### src/rtl/mem_access_stage.sv
// LEGv8 data-memory access stage: drives a req/ack memory port, aligns load data,
// builds store byte enables, and stalls the pipeline until the access finishes.
module mem_access_stage #(
    parameter int TIMEOUT = 16
) (
    input  logic        clk,
    input  logic        reset,
    input  logic [63:0] MEMALUOut,
    input  logic [63:0] MEMWriteData,
    input  logic        MEMMemRead,
    input  logic        MEMMemWrite,
    input  logic [1:0]  MEMXferSize,
    output logic [63:0] MEMOut,
    output logic        MEMStall,
    output logic        memReq,
    output logic        memWe,
    output logic [63:0] memAddr,
    output logic [7:0]  memByteEn,
    output logic [63:0] memWData,
    input  logic [63:0] memRData,
    input  logic        memAck,
    output logic        memError
);

    typedef enum logic [1:0] {
        IDLE = 2'd0,
        BUSY = 2'd1,
        DONE = 2'd2
    } state_t;

    localparam int CW = (TIMEOUT > 1) ? $clog2(TIMEOUT) : 1;
    localparam logic [CW-1:0] CNT_LAST = CW'(TIMEOUT - 1);

    state_t        state_q, state_d;
    logic [63:0]   addr_q, addr_d;
    logic [2:0]    off_q, off_d;
    logic [1:0]    size_q, size_d;
    logic          we_q, we_d;
    logic [7:0]    be_q, be_d;
    logic [63:0]   wdata_q, wdata_d;
    logic [CW-1:0] cnt_q, cnt_d;
    logic [63:0]   load_q, load_d;
    logic          err_q, err_d;

    logic        op;
    logic        is_write;
    logic        misaligned;
    logic [7:0]  be_calc;
    logic [63:0] wdata_rep;
    logic [63:0] shifted;
    logic [63:0] load_ext;

    assign op       = MEMMemRead | MEMMemWrite;
    assign is_write = MEMMemWrite & ~MEMMemRead;

    // Request decode: alignment, lane enables and lane-replicated store data.
    always_comb begin
        misaligned = 1'b0;
        be_calc    = 8'h00;
        wdata_rep  = 64'h0;
        case (MEMXferSize)
            2'b00: begin
                misaligned = 1'b0;
                be_calc    = 8'h01 << MEMALUOut[2:0];
                wdata_rep  = {8{MEMWriteData[7:0]}};
            end
            2'b01: begin
                misaligned = MEMALUOut[0];
                be_calc    = 8'h03 << MEMALUOut[2:0];
                wdata_rep  = {4{MEMWriteData[15:0]}};
            end
            2'b10: begin
                misaligned = |MEMALUOut[1:0];
                be_calc    = 8'h0F << MEMALUOut[2:0];
                wdata_rep  = {2{MEMWriteData[31:0]}};
            end
            default: begin
                misaligned = |MEMALUOut[2:0];
                be_calc    = 8'hFF;
                wdata_rep  = MEMWriteData;
            end
        endcase
    end

    // Load alignment uses the latched offset and size, since the port data arrives later.
    always_comb begin
        shifted  = memRData >> {off_q, 3'b000};
        load_ext = 64'h0;
        case (size_q)
            2'b00:   load_ext = {56'h0, shifted[7:0]};
            2'b01:   load_ext = {48'h0, shifted[15:0]};
            2'b10:   load_ext = {32'h0, shifted[31:0]};
            default: load_ext = shifted;
        endcase
    end

    always_comb begin
        state_d = state_q;
        addr_d  = addr_q;
        off_d   = off_q;
        size_d  = size_q;
        we_d    = we_q;
        be_d    = be_q;
        wdata_d = wdata_q;
        cnt_d   = cnt_q;
        load_d  = load_q;
        err_d   = err_q;
        case (state_q)
            IDLE: begin
                if (op) begin
                    if (misaligned) begin
                        err_d   = 1'b1;
                        load_d  = 64'h0;
                        state_d = DONE;
                    end else begin
                        addr_d  = {MEMALUOut[63:3], 3'b000};
                        off_d   = MEMALUOut[2:0];
                        size_d  = MEMXferSize;
                        we_d    = is_write;
                        be_d    = be_calc;
                        wdata_d = wdata_rep;
                        cnt_d   = '0;
                        state_d = BUSY;
                    end
                end
            end
            BUSY: begin
                // An ack on the final allowed cycle still completes the access.
                if (memAck) begin
                    load_d  = we_q ? 64'h0 : load_ext;
                    state_d = DONE;
                end else if (cnt_q == CNT_LAST) begin
                    err_d   = 1'b1;
                    load_d  = 64'h0;
                    state_d = DONE;
                end else begin
                    cnt_d = cnt_q + CW'(1);
                end
            end
            DONE: begin
                state_d = IDLE;
            end
            default: begin
                state_d = IDLE;
            end
        endcase
    end

    always_ff @(posedge clk or negedge reset) begin
        if (!reset) begin
            state_q <= IDLE;
            addr_q  <= 64'h0;
            off_q   <= 3'd0;
            size_q  <= 2'd0;
            we_q    <= 1'b0;
            be_q    <= 8'h00;
            wdata_q <= 64'h0;
            cnt_q   <= '0;
            load_q  <= 64'h0;
            err_q   <= 1'b0;
        end else begin
            state_q <= state_d;
            addr_q  <= addr_d;
            off_q   <= off_d;
            size_q  <= size_d;
            we_q    <= we_d;
            be_q    <= be_d;
            wdata_q <= wdata_d;
            cnt_q   <= cnt_d;
            load_q  <= load_d;
            err_q   <= err_d;
        end
    end

    logic busy;
    assign busy = (state_q == BUSY);

    // Stall is also gated by reset so the pipeline is released the instant reset asserts.
    assign MEMStall  = reset & (((state_q == IDLE) & op) | busy);
    assign memReq    = busy;
    assign memWe     = busy & we_q;
    assign memAddr   = busy ? addr_q : 64'h0;
    assign memByteEn = busy ? be_q : 8'h00;
    assign memWData  = busy ? wdata_q : 64'h0;
    assign MEMOut    = (state_q == DONE) ? load_q : 64'h0;
    assign memError  = err_q;

endmodule

### config.mk
export PLATFORM = sky130hd
export DESIGN_NAME = mem_access_stage
export DESIGN_NICKNAME = d
export VERILOG_FILES = /design/src/rtl/mem_access_stage.sv
export SDC_FILE = /design/constraint.sdc
export NUM_CORES = 1
export LEC_CHECK = 0
export ABC_AREA = 1
export ABC_CLOCK_PERIOD_IN_PS = 3650
export CAP_MARGIN = 0
export CORE_MARGIN = 2
export CORE_UTILIZATION = 49
export CTS_CLUSTER_SIZE = 28
export DETAILED_ROUTE_END_ITERATION = 10
export GPL_TIMING_DRIVEN = 0
export PLACE_DENSITY = 0.84
export SYNTH_ARGS = -nofsm -noshare
export SYNTH_HDL_FRONTEND = slang
export SYNTH_SLANG_ARGS = --single-unit
### constraint.sdc
create_clock -name clk -period 3.65 [get_ports clk]
set_input_delay 0.9125 -clock clk [delete_from_list [all_inputs] [get_ports clk]]
set_output_delay 0.9125 -clock clk [all_outputs]
set_load 0.02 [all_outputs]
# --- Word-level counts from Yosys, hierarchy flattened ---
# Index checks and enable logic that the tools add are counted.
op_classes:
  n_bitwise: 8
  n_mux: 29
  eq_ne: 14
  shifts: 4
  n_reduce_logical: 11
  add_sub_neg: 1
op_table:
  columns: ["op", "n"]
  rows:
  - ["$mux W64", 8]
  - ["$pmux W64 S3", 2]
  - ["$pmux W64 S2", 1]
  - ["$shr A64 B6 Y64", 1]
  - ["$pmux W8 S3", 1]
  - ["$mux W4", 4]
  - ["$ne A2 B2 Y1 const B", 5]
  - ["$reduce_and A5 Y1", 2]
  - ["$mux W2", 4]
  - ["$mux W8", 1]
  - ["$pmux W4 S2", 1]
  - ["$shl A1 B3 Y8 const A", 1]
  - ["$shl A2 B3 Y8 const A", 1]
  - ["$shl A4 B3 Y8 const A", 1]
  - ["$eq A2 B1 Y1 const B", 3]
  - ["$eq A2 B2 Y1 const B", 3]
  - ["$logic_not A2 Y1", 3]
  - ["$add A4 B1 Y4 const B", 1]
  - ["$and A1 B1 Y1", 4]
  - ["$eq A4 B4 Y1 const B", 1]
  - ["$mux W1", 4]
  - ["$pmux W2 S2", 1]
  - ["$reduce_and A4 Y1", 1]
  - ["$ne A3 B2 Y1 const B", 1]
  - ["other kinds (10)", 12]
totals:
  in_bits: 199
  output_inout_bits: 204
  regBits: 210

# --- Depth between registers and ports, before layout ---
# Gate-level depths: netlist of run 1.
logic_depth:
  depth_word: 5
  ltp_mapped: 12

# --- Worst setup path before layout of run 1 ---
# Ideal clock, no wire load.
synth_path:
  path_kind: "input to output"
  start: "in MEMMemRead"
  end: "out MEMStall"
  required_ns: 2.738
  path_stages: 4
  path_slack_ns: 1.305
  arrival_ns: 1.432
  cell_sequence: "inv_1 nand2_1 o21ai_0 nor2_1"
synth_between:
  elab_chain_cells: 4
synth_lines:
  columns: ["item", "line_no", "rtl"]
  rows:
  - ["from (decl)", "10", "input logic MEMMemRead,"]
  - ["$or A1 B1 Y1", "53", "assign op = MEMMemRead | MEMMemWrite;"]
  - ["$and A1 B1 Y1", "179", "assign MEMStall = reset & (((state_q == IDLE) & op) | busy);"]
  - ["$or A1 B1 Y1", "179", null]
  - ["$and A1 B1 Y1", "179", null]
  - ["to (decl)", "14", "output logic MEMStall,"]
# Every way passes these cells.

# --- Worst setup path in the final report of run 1 ---
layout_path:
  start: "reg state_q[0]"
  end: "out MEMOut[16]"
layout_between:
  elab_chain_cells: 2
layout_lines:
  columns: ["item", "line_no", "rtl"]
  rows:
  - ["from (decl)", "34", "state_t state_q, state_d;"]
  - ["from (signal assigned)", "162", "state_q <= state_d;"]
  - ["$eq A2 B2 Y1", "185", "assign MEMOut = (state_q == DONE) ? load_q : 64'h0;"]
  - ["$mux W64", "185", null]
  - ["to (decl)", "13", "output logic [63:0] MEMOut,"]
# Every way passes these cells.

==> metrics, run 1 <==
layout cells sized above 1 4.758%; clock-pin slew on the worst setup and hold paths 0.07 ns; die width 164.0 microns; starting density of the core 49.81%; final hold violations 0; Avg Cell Area, Syn 6.290 sq um; Clock Skew 0.01226 ns; Worst Tran Pin Value 0.6453 ns; final setup fails 0; sequential fraction of the synthesis area 41.90%; status finished, final reports clean; placer congestion estimate 1.002; CP Class flip-flop to output pin; Cell Area, Synth 0.01254 sq mm; Startpoint Class flip-flop; Hold WC Path Type primary input to async pin; max-slew violation count 0; final worst slack 0.09655 ns; CTS tree done; WL/cell 18.11 microns; top cells by area, synth dfrtp_1, nand2_1, nand3_1, inv_1, nor2_1; synthesized instance count 1994; initial antenna violation count 1; filler instances 2138; Detail Route Antenna Nets 0; synthesis-to-layout area growth 41.61%; clock sink count 210; synthesized flop and latch total 210; Leakage 0.009171 uW; DPL Wire Length 39040 microns; Max Buffers Root-to-Sink 3; Util after Layout 70.53%; crit path DAT 2.64 ns; RSZ-0062 raised after global routing no; CP Max Fanout 10; Area after DPL 0.01697 sq mm; nets 2625; io pins 403; share of the synthesized area in the top cell type 41.90%; Final Cell Area 0.01776 sq mm; GR Overflow Total 0; clock tree root driver cell clkbuf_16; Pre-antenna DRT Iters 6; vias 14350; Core Region 0.02518 sq mm; overall routing resource usage 36.45%; port bufs 397; Vias/cell 5.179; Slew headroom 56.98%; number of CTS-inserted buffers 25; min Tclk post-route 3.553 ns; CP peak stage delay 0.66 ns; Max Clock Freq 281.4 MHz; Routed WL 50150 microns; DRC errors left 0; Worst Setup End Kind output pin; DP Worst Slack -0.2621 ns; H-tree depth 1; Ys Warns 0; Peak VDD IR 490.5 uV; Cell variety after synth 24; Tcrit/Tclk final 97.35%; DRT iter0 DRCs 1494; Post-CTS Setup Repair Bufs 0; crit-path cells or2_2, clkbuf_1, nor2_1, clkdlybuf4s50_1; # rows 58; max_cap viols 0; largest net degree at the start of global routing 116; Clk Latency, worst-skew pair 0.53 ns; Synth area leader dfrtp_1; Required @ worst endpoint 2.74 ns; vias in the first global route 13800; slowest stage cell on the critical path clkdlybuf4s50_1; Die H 164.0 microns; WHS 0.3253 ns; first-pass GRT wire length 75190 microns; Setup TNS 0 ns; Pwr per Cell Area 697.2 mW/mm^2; die area 0.02689 sq mm
layout by cell type, fill, tap and decap left out, types with 4 or more instances in the layout:
cell type / synthesis / final
a21oi_1: 6 / 6
buf_1: 15 / 15
buf_2: 30 / 30
buf_4: 11 / 11
buf_6: 16 / 16
clkbuf_1: 47 / 45
clkbuf_16: 0 / 25
clkbuf_2: 0 / 5
clkbuf_8: 0 / 4
clkdlybuf4s50_1: 0 / 395
clkinv_2: 0 / 7
dfrtp_1: 210 / 210
ha_1: 6 / 6
inv_1: 227 / 227
inv_2: 4 / 4
nand2_1: 978 / 978
nand3_1: 186 / 186
nand4_1: 9 / 9
nor2_1: 210 / 209
o21ai_0: 27 / 27
stage by stage:
step           total power, uW  std cells
6_report                 12380       2770
5_1_grt                  13170       2768
4_1_cts                  12290       2768
3_5_place_dp              9860       2724
3_3_place_gp              9747       2723
2_1_floorplan             7360       1996
registers in the layout, indices dropped and copies added, names as in the netlist:
name	count
wdata_q	64
off_q	3
memError	1
we_q	1
addr_q	61
state_q	2
cnt_q	4
be_q	8
load_q	64
size_q	2
cells by family (layout without fill, tap and decap cells):
logic type      Yosys count  in the layout  share of synthesized area, %
compound gates           37             37                         1.536
xor+xnor                  1              1                       0.06985
fa+ha+maj                 6              6                        0.5985
buf+inv                 350            792                         12.06
flops                   210            210                         41.90
other cells               1              5                       0.02990
simple gates           1389           1389                         43.80
per-layer routing:
metal | global-route usage [%] | wire length (microns) | vias up | share of wire [%]
li1 | - | - | 6804 | -
met1 | 46.12 | 19540 | 6643 | 39
met5 | 0 | 0 | - | 0
met4 | 15.83 | 2216 | 0 | 4.4
met3 | 7.525 | 4612 | 123 | 9.2
met2 | 60.52 | 23790 | 777 | 47
what timing repair did:
action,CTS,global route
resized for setup,6,6
setup endpoints to repair,142,7
hold buffers,0,0
worst max-delay path: cells and delay by family (launching register included):
family	cells	cell delay (ns)
DFF	1	0.40
and+or+nand+nor	2	0.75
buffers and inverters	2	0.93
where the power goes:
group	total (uW)	internal (uW)	switching [uW]
combinational	6280	2180	4100
sequential	3700	3190	513
clock	2400	1340	1060
Yosys cell counts:
library cell    n
inv_2           4
buf_6          16
buf_4          11
ha_1            6
or2_2           2
nand2_2         1
nand4_1         9
dfrtp_1       210
inv_1         227
conb_1          1
o21ai_1         1
xnor2_1         1
o211ai_1        2
a21oi_1         6
nand2_1       978
buf_2          30
o21ai_0        27
nor2_2          1
clkbuf_1       47
buf_1          15
nand3_1       186
nor2_4          2
nor2_1        210
o31ai_1         1
final cells by class:
class | count | area, sq um | area share [%]
antenna | 2 | 5.005 | 0.02818
clock inverter | 12 | 75.07 | 0.4227
sequential | 210 | 5255 | 29.59
buffer | 118 | 648.1 | 3.649
clock buffer | 33 | 695.7 | 3.917
timing repair buffer | 398 | 4018 | 22.62
inverter | 231 | 867.1 | 4.882
multi-input combinational | 1436 | 5784 | 32.57
tap | 330 | 412.9 | 2.325
worst paths after layout:
| path | start | to | slack (ns) | depth (start not counted) |
|---|---|---|---|---|
| setup / recovery | state_q[0]$_DFFE_PN0P_ | MEMOut[16] | 0.1 | 4 |
| hold / removal | reset | addr_q[39]$_DFFE_PN0P_ | 0.33 | 1 |
| setup reg to reg | state_q[1]$_DFFE_PN0P_ | load_q[26]$_DFFE_PN0P_ | 1.62 | 8 |
| hold reg to reg | load_q[32]$_DFFE_PN0P_ | load_q[32]$_DFFE_PN0P_ | 0.47 | 2 |
| max in group asynchronous | reset | wdata_q[12]$_DFFE_PN0P_ | 2.38 | 2 |
| min in group clk | load_q[32]$_DFFE_PN0P_ | load_q[32]$_DFFE_PN0P_ | 0.47 | 2 |
(Power assumes the default switching activity.)
==> run 2: changes to the inputs <==
- ABC_CLOCK_PERIOD_IN_PS: 3650 -> 4300
- SLEW_MARGIN: not set -> 20
- clock period: 3.65 -> 4.3 ns (I/O delays scaled with it)
==> run 2 against run 1 <==
- setup slack improved by 0.19 ns
- routed wire length up 0.20%
- utilization rose by 0.34 points
- count of clock-buffer cells in the layout is the same
- sequential share of layout area shrank 0.14 points
==> metrics, run 2 (same netlist as run 1, synthesis figures left out) <==
Leakage 0.009200 uW (was 0.009171 uW); RSZ-0062 raised after global routing no (unchanged); starting density of the core 49.81% (unchanged); crit path DAT 2.94 ns (was 2.64 ns); Clock Skew 0.01164 ns (was 0.01226 ns); commonest non-fill, non-tap cell in the layout nand2_1 (unchanged); initial antenna violation count 2 (was 1); CTS-repair resized insts 0 (was 6); final setup fails 0 (unchanged); hold wc startpoint load_q[28]$_DFFE_PN0P_; Area after DPL 0.01700 sq mm (was 0.01697 sq mm); Routed WL 50250 microns (was 50150 microns); Tcrit/Tclk final 93.34%; layout cells sized above 1 4.433% (was 4.758%); filler instances 2131 (was 2138); H-tree depth 1 (unchanged); die width 164.0 microns (unchanged); clock-pin slew on the worst setup and hold paths 0.06 ns (was 0.07 ns); number of CTS-inserted buffers 24 (was 25); Required @ worst endpoint 3.22 ns (was 2.74 ns); Worst Setup End Kind output pin (unchanged); io pins 403 (unchanged); Peak VDD IR 432.6 uV (was 490.5 uV); DRT iter0 DRCs 1459 (was 1494); combinational share of power 49.9% (was 50.7%); largest net degree at the start of global routing 98 (was 116); Startpoint Class flip-flop (unchanged); Top Registers load_q (64), wdata_q (64), addr_q (61) (unchanged); die area 0.02689 sq mm (unchanged); CP Class flip-flop to output pin (unchanged); GR Overflow Total 0 (unchanged); Max Clock Freq 249.2 MHz; WHS 0.4716 ns (was 0.3253 ns); Detail Route Antenna Nets 0 (unchanged); vias 14340 (was 14350); # rows 58 (unchanged); status finished, final reports clean (unchanged); overall routing resource usage 36.78% (was 36.45%); nets 2626 (was 2625); most frequent cells in the layout nand2_1, clkdlybuf4s50_1, inv_1 (unchanged); Setup TNS 0 ns (unchanged); clock sink count 210 (unchanged); Final Cell Area 0.01785 sq mm (was 0.01776 sq mm); FF-to-FF Start state_q[1]$_DFFE_PN0P_ (unchanged); DP Worst Slack 0.2826 ns (was -0.2621 ns); Die H 164.0 microns (unchanged); max-slew violation count 0 (unchanged); DRC errors left 0 (unchanged); Pwr per Cell Area 599.6 mW/mm^2 (was 697.2 mW/mm^2); Max Buffers Root-to-Sink 3 (unchanged); Hold WC Path Type flip-flop to flip-flop (was primary input to async pin); clock tree root driver cell clkbuf_16 (unchanged); first-pass GRT wire length 75830 microns (was 75190 microns); CTS Hold Bufs 0 (unchanged); DPL Wire Length 39320 microns (was 39040 microns); min Tclk post-route 4.014 ns; Core Region 0.02518 sq mm (unchanged); Pre-antenna DRT Iters 9 (was 6); Power Internal 5921 uW (was 6710 uW); Post-CTS Setup Repair Bufs 0 (unchanged); CP startpoint state_q[0]$_DFFE_PN0P_ (unchanged); CP Max Fanout 10 (unchanged); sequential cell fraction of total power 29.4% (was 29.9%); Clk pwr share 20.7% (was 19.4%); placer congestion estimate 1.002 (unchanged); Util after Layout 70.87% (was 70.53%); Switch Pwr 4781 uW (was 5672 uW); final hold violations 0 (unchanged); port bufs 397 (unchanged); max_cap viols 0 (unchanged); Worst Tran Pin Value 0.7923 ns (was 0.6453 ns); synthesis-to-layout area growth 42.30% (was 41.61%); final worst slack 0.2865 ns (was 0.09655 ns); CTS tree done (unchanged); Vias/cell 5.181 (was 5.179); Clk Latency, worst-skew pair 0.53 ns (about the same); vias in the first global route 13880 (was 13800); Net Sw Frac 44.67% (was 45.81%); WL/cell 18.16 microns (was 18.11 microns); Slew headroom 47.18% (was 56.98%)
-- run 2: changes by cell type in the layout (fill, tap and decap cells not counted), moves of 2 or more --
cell        before  now
clkbuf_1        45   50
clkbuf_2         5    0
clkinv_2         7    2
bufinv_16        0    4
clkbuf_8         4    6
clkinvlp_4       3    1
-- run 2: final timing paths --
kind,cells after the start,endpoint,slack (ns)
setup / recovery,5,memWData[25],0.29
hold / removal,2,load_q[28]$_DFFE_PN0P_,0.47
setup reg to reg,8,load_q[29]$_DFFE_PN0P_,2.27
hold reg to reg,2,load_q[28]$_DFFE_PN0P_,0.47
max in group asynchronous,3,be_q[7]$_DFFE_PN0P_,2.62
min in group asynchronous,1,addr_q[39]$_DFFE_PN0P_,0.60
-- run 2: final cells by class --
class	count	area (sq um)	area share [%]
Tap cell	330	412.9	2.314
Antenna cell	1	2.502	0.01402
Inverter	231	867.1	4.858
Sequential cell	210	5255	29.44
Clock buffer	33	694.4	3.891
Multi-Input combinational cell	1436	5782	32.40
Buffer	119	645.6	3.618
Timing Repair Buffer	399	4034	22.60
Clock inverter	8	153.9	0.8623
-- run 2: through the flow --
stage	total power [uW]	std cells
floorplan	6247	1996
global placement	8273	2723
detailed placement	8373	2725
CTS	10640	2766
global route	11390	2766
finish	10700	2767
-- run 2: metal layers --
metal	share of wire [%]	GRT usage [%]
met1	38	45.92
met2	48	61.69
met3	9.5	8.308
met4	4.3	15.11
met5	0	0
-- run 2: power by group through the flow --
stage	clock [uW]	combinational, uW	sequential (uW)
finish	2220	5340	3140
global route	2320	5850	3220
CTS	2230	5280	3120
detailed placement	0	5240	3140
global placement	0	5150	3120
floorplan	0	3220	3020
-- run 2: worst max-delay path, cell delays in order (launching register included) --
cell	delay (ns)
dfrtp_1	0.40
nand2_1	0.15
clkbuf_1	0.62
clkbuf_1	0.53
nor2_1	0.10
clkdlybuf4s50_1	0.61
==> run 3: changes to the inputs <==
- ABC_CLOCK_PERIOD_IN_PS: 4300 -> 4700
- clock period: 4.3 -> 4.7 ns (I/O delays scaled with it)
==> results of run 3 <==
Same layout as run 2 (identical final DEF). Status: finished, final reports clean.
Main changes from that run: setup slack after placement 0.2826 ns -> 0.4826 ns; setup slack after layout 0.2865 ns -> 0.5460 ns; start point of the critical path state_q[0]$_DFFE_PN0P_ -> reset; end point of the critical path memWData[25] -> MEMStall; register-to-register setup slack 2.27 ns -> 2.67 ns; total power 10700 uW -> 9791 uW; worst IR drop on VDD 432.6 uV -> 395.8 uV
